==> config.mk <==
export PLATFORM = sky130hd
export DESIGN_NAME = lsu
export DESIGN_NICKNAME = d
export VERILOG_FILES = /design/src/rtl/lsu.sv
export SDC_FILE = /design/constraint.sdc
export NUM_CORES = 1
export LEC_CHECK = 0
export ABC_AREA = 1
export BUFFER_PORTS_ARGS = -buffer_cell sky130_fd_sc_hd__buf_2
export CAP_MARGIN = 5
export CORE_ASPECT_RATIO = 1.1
export CORE_UTILIZATION = 50
export DETAILED_ROUTE_END_ITERATION = 8
export GPL_ROUTABILITY_DRIVEN = 0
export PLACE_DENSITY_LB_ADDON = 0.1
export SLEW_MARGIN = 20
export SYNTH_ARGS = -nofsm -noshare
export SYNTH_HDL_FRONTEND = slang
export SYNTH_SLANG_ARGS = --single-unit
==> constraint.sdc <==
create_clock -name clk -period 1.7 [get_ports clk]
set_clock_uncertainty 0.05 [all_clocks]
set_input_delay 0.085 -clock clk [delete_from_list [all_inputs] [get_ports clk]]
set_output_delay 0.085 -clock clk [all_outputs]
set_load 0.02 [all_outputs]
==> src/rtl/lsu.sv <==
// rtl/lsu.sv - load/store unit between the memory stage and a single-word data memory port.
// Holds the pipeline while a legal access waits for DReady; flags illegal accesses with a one-cycle pulse.
module lsu (
  input  logic        clk,
  input  logic        reset,
  input  logic        MemReq_M,
  input  logic        MemWE_M,
  input  logic [2:0]  Funct3_M,
  input  logic [31:0] Addr_M,
  input  logic [31:0] WriteData_M,
  input  logic [4:0]  A4_M,
  input  logic        DReady,
  input  logic [31:0] DRData,
  output logic        Stall_LSU,
  output logic        DReq,
  output logic        DWE,
  output logic [31:0] DAddr,
  output logic [3:0]  DByteEn,
  output logic [31:0] DWData,
  output logic        RegWE_W,
  output logic [4:0]  A4_W,
  output logic [31:0] ReadData,
  output logic        MisalignExc
);

  typedef enum logic [1:0] {IDLE, ACCESS, DONE} state_t;

  state_t      state, state_next;
  logic        we_q;
  logic [2:0]  f3_q;
  logic [31:0] addr_q;
  logic [31:0] wdata_q;
  logic [4:0]  a4_q;
  logic        legal;
  logic        accept;
  logic        complete;
  logic [31:0] lane_data;
  logic [31:0] load_data;

  // Stores never use the unsigned encodings; anything else outside B/H/W/BU/HU is illegal.
  always_comb begin
    legal = 1'b0;
    case (Funct3_M)
      3'b000, 3'b100: legal = 1'b1;
      3'b001, 3'b101: legal = ~Addr_M[0];
      3'b010:         legal = (Addr_M[1:0] == 2'b00);
      default:        legal = 1'b0;
    endcase
    if (MemWE_M && Funct3_M[2])
      legal = 1'b0;
  end

  assign accept   = (state == IDLE) && MemReq_M && legal;
  assign complete = (state == ACCESS) && DReady;

  always_comb begin
    state_next = state;
    Stall_LSU  = 1'b0;
    DReq       = 1'b0;
    case (state)
      IDLE: begin
        Stall_LSU = MemReq_M & legal;
        if (accept)
          state_next = ACCESS;
      end
      ACCESS: begin
        Stall_LSU = 1'b1;
        DReq      = 1'b1;
        if (DReady)
          state_next = DONE;
      end
      DONE:    state_next = IDLE;
      default: state_next = IDLE;
    endcase
  end

  // Bus fields are zero outside ACCESS so reset and idle look identical on the port.
  always_comb begin
    DWE     = 1'b0;
    DAddr   = 32'h0;
    DByteEn = 4'b0000;
    DWData  = 32'h0;
    if (state == ACCESS) begin
      DAddr   = {addr_q[31:2], 2'b00};
      DByteEn = 4'b1111;
      if (we_q) begin
        DWE = 1'b1;
        case (f3_q[1:0])
          2'b00: begin
            DByteEn = 4'b0001 << addr_q[1:0];
            DWData  = {4{wdata_q[7:0]}};
          end
          2'b01: begin
            DByteEn = 4'b0011 << addr_q[1:0];
            DWData  = {2{wdata_q[15:0]}};
          end
          default: DWData = wdata_q;
        endcase
      end
    end
  end

  assign lane_data = DRData >> {addr_q[1:0], 3'b000};

  always_comb begin
    load_data = DRData;
    case (f3_q)
      3'b000:  load_data = {{24{lane_data[7]}}, lane_data[7:0]};
      3'b100:  load_data = {24'h0, lane_data[7:0]};
      3'b001:  load_data = {{16{lane_data[15]}}, lane_data[15:0]};
      3'b101:  load_data = {16'h0, lane_data[15:0]};
      default: load_data = DRData;
    endcase
  end

  always_ff @(posedge clk) begin
    if (reset) begin
      state       <= IDLE;
      we_q        <= 1'b0;
      f3_q        <= 3'b000;
      addr_q      <= 32'h0;
      wdata_q     <= 32'h0;
      a4_q        <= 5'd0;
      RegWE_W     <= 1'b0;
      A4_W        <= 5'd0;
      ReadData    <= 32'h0;
      MisalignExc <= 1'b0;
    end else begin
      state       <= state_next;
      MisalignExc <= (state == IDLE) && MemReq_M && !legal;
      RegWE_W     <= complete && !we_q && (a4_q != 5'd0);
      if (accept) begin
        we_q    <= MemWE_M;
        f3_q    <= Funct3_M;
        addr_q  <= Addr_M;
        wdata_q <= WriteData_M;
        a4_q    <= A4_M;
      end
      if (complete && !we_q) begin
        ReadData <= load_data;
        A4_W     <= a4_q;
      end
    end
  end

endmodule

==> results.tsv <==
metric	value	unit
status	finished, violations left	
failing checks	negative setup slack	
VDD IR max	0.0007163	V
Crit path arrival time	1620	ps
internal power	0.005679	W
Critical Path Fanout Max	6	
Final Hold Fails	0	
Post-route DRC	0	
Final Setup Violations	15	
critical path class	flip-flop to primary output	
Gate Count Post-Synth	881	
Register-to-Register Path Depth	6	
Pwr Density	847.4	nW/µm²
setup_tns	-363.4	ps
# placed instances	1205	
Tot Pwr	0.007788	W
RSZ-0062 raised after global routing	true	
Area contributors post-synth	dfxtp_1 39%, nand2_1 14%, nand3_1 9.0%	
synth warn	0	
worst setup margin	-57.24	ps
# fillers	744	
reg2reg setup slack	-10	ps
worst r2r src	state[0]	
Iter 0 DRT Violations	706	
Hold Crit Start	DRData[12]	
total CTS buffers	17	
Syn Area/Cell	6.598	µm²
max-cap violation count	0	
Hold Path Stages	5	
period utilization	1.034	
Layout area overhead	58.09	%
CP Data Required Time	1560	ps
register area share after synthesis	0.3926	
Die H	115.1	µm
Synth Cell Area	5813	µm²
commonest non-fill, non-tap cells in the layout	208 x nand2_1, 184 x buf_2, 107 x dfxtp_1	
Yosys cell types	32	
# rows	40	
largest net degree at the start of global routing	52	
final WL	22.14	mm
Finished Layout Cells	1352	
Fmax	569.1	MHz
Lkg Pwr	4.161	nW
Fin Hold WS	12.07	ps
first-pass GRT wire length	31.35	mm
Comb pwr share	0.170	
Worst Hold End	ReadData[12]	
remaining antenna violation count	0	
Sink Count	114	
die area	12060	µm²
clock share of power	0.461	
TritonRoute pass-1 iters	6	
RR Endpoint	wdata_q[8]	
#FFs+latches synth	114	
Final Max Slew Viols	0	
Placeable Area	11110	µm²
top cell type's share of synthesized area	0.3926	
CP Capture Type	primary output	
Overflow after GRT	0	
DP HPWL	12.18	mm
CTS tree	built	
startpoint class of the critical path	flip-flop	
dpl cell area	6948	µm²
worst skew pair latency	400	ps
PortBufs	216	
Top Ports	219	
leading cell type in the layout, fill and taps excluded	nand2_1	
die extent in x	104.8	µm
share of cells above drive strength 1	0.3123	
wire per inst	16.38	µm
Longest Clk Path Bufs	2	
biggest area consumer among synthesized cells	dfxtp_1	
crit path time final	1757	ps
Net Sw Frac	0.2708	
Root Driver	clkbuf_16	
overall routing resource usage	0.3288	
number of global-route vias before repair	6509	
H-tree depth	4	
HP Class	input pin to flip-flop	
Design Area, Final	9190	µm²
Worst Setup SP	state[0]	
sequential share of power	0.369	
initial antenna violation count	1	
NumNets Final	1300	
vias per cell	5.436	
Switch Pwr	0.002109	W
vias	7350	
Starting Density	0.5232	
Reg clk slew, reported paths	50	ps
-- per-layer routing --
metal / vias to the layer above / global-route usage / part of all wire
met5: - / 0 / 0
met4: 0 / 0.1465 / 0.046
met3: 104 / 0.06519 / 0.087
met2: 464 / 0.5934 / 0.50
met1: 3339 / 0.3789 / 0.37
li1: 3443 / - / -
-- what timing repair did --
item	4_1_cts	5_1_grt
resized for setup	62	105
hold buffers	89	0
setup buffers	7	14
pin swaps	8	19
setup endpoints to repair	44	54
endpoints found under the hold margin	90	0
cloned	2	2
-- worst max-delay path by stage --
stage / to / slack (ps) / cells past startpoint
finish: DWData[11] / -60 / 8
global placement: DByteEn[0] / 130 / 7
detailed placement: DByteEn[0] / 110 / 7
CTS: DWData[27] / -70 / 8
floorplan: DWData[15] / 70 / 6
global route: wdata_q[8] / -120 / 9
-- power groups by stage --
| stage | Clock, W | Combinational [W] | Sequential (W) |
|---|---|---|---|
| 2_1_floorplan | 0 | 0.000612 | 0.00295 |
| 3_3_place_gp | 0 | 0.000968 | 0.00291 |
| 3_5_place_dp | 0 | 0.000975 | 0.00292 |
| 4_1_cts | 0.00358 | 0.00117 | 0.00286 |
| 5_1_grt | 0.00371 | 0.00142 | 0.00289 |
| 6_report | 0.00359 | 0.00132 | 0.00288 |
-- worst max-delay path, stage by stage, from the launching register on --
cell and delay, ps:
dfxtp_4 360, inv_4 50, nor2_8 110, inv_6 60, nor2_4 90, buf_12 160, o21ai_4 80, nor2_2 160
buf_6 140
-- layout make-up --
cell class              count  area (µm²)  area share
multi-input cells         623        3153      0.3431
repair buffers            352        2613      0.2843
flip-flops and latches    114        2301      0.2504
clock buffers              22       454.2     0.04942
inverters                  82       340.3     0.03703
well taps                 147       183.9     0.02001
clock inverters            10       133.9     0.01457
repair inverters            1       8.758   0.0009530
diodes                      1       2.502   0.0002723
-- cells in the mapped netlist (all sizes together) --
cell type,count
a22oi,1
conb,1
a21oi,94
nor3,3
nor2,125
o22ai,8
nand2,217
nand4,3
inv,81
dfxtp,114
o21ai,54
nand3,105
buf,42
a21boi,7
clkinv,1
or2,1
clkbuf,22
nor3b,2
-- logic make-up after synthesis --
kind of cell | after synthesis | share of synthesized area
AO/OA/AOI/OAI | 164 | 0.1528
buffers and inverters | 146 | 0.1154
AND/OR/NAND/NOR | 456 | 0.3386
flip-flops | 114 | 0.3926
other | 1 | 0.0006451
-- registers in the layout (all words and copies together), names as in the netlist --
signal	count
A4_W	5
ReadData	32
we_q	1
state	2
a4_q	5
MisalignExc	1
RegWE_W	1
addr_q	32
f3_q	3
wdata_q	32
-- stage by stage --
stage          worst slack [ps]    util
4_1_cts                  -66.79  0.7792
3_5_place_dp              110.9  0.6253
6_report                 -57.24  0.8271
2_1_floorplan             74.00       -
5_1_grt                  -119.6  0.8271
3_3_place_gp              134.5  0.6253
(Power assumes the default switching activity.)
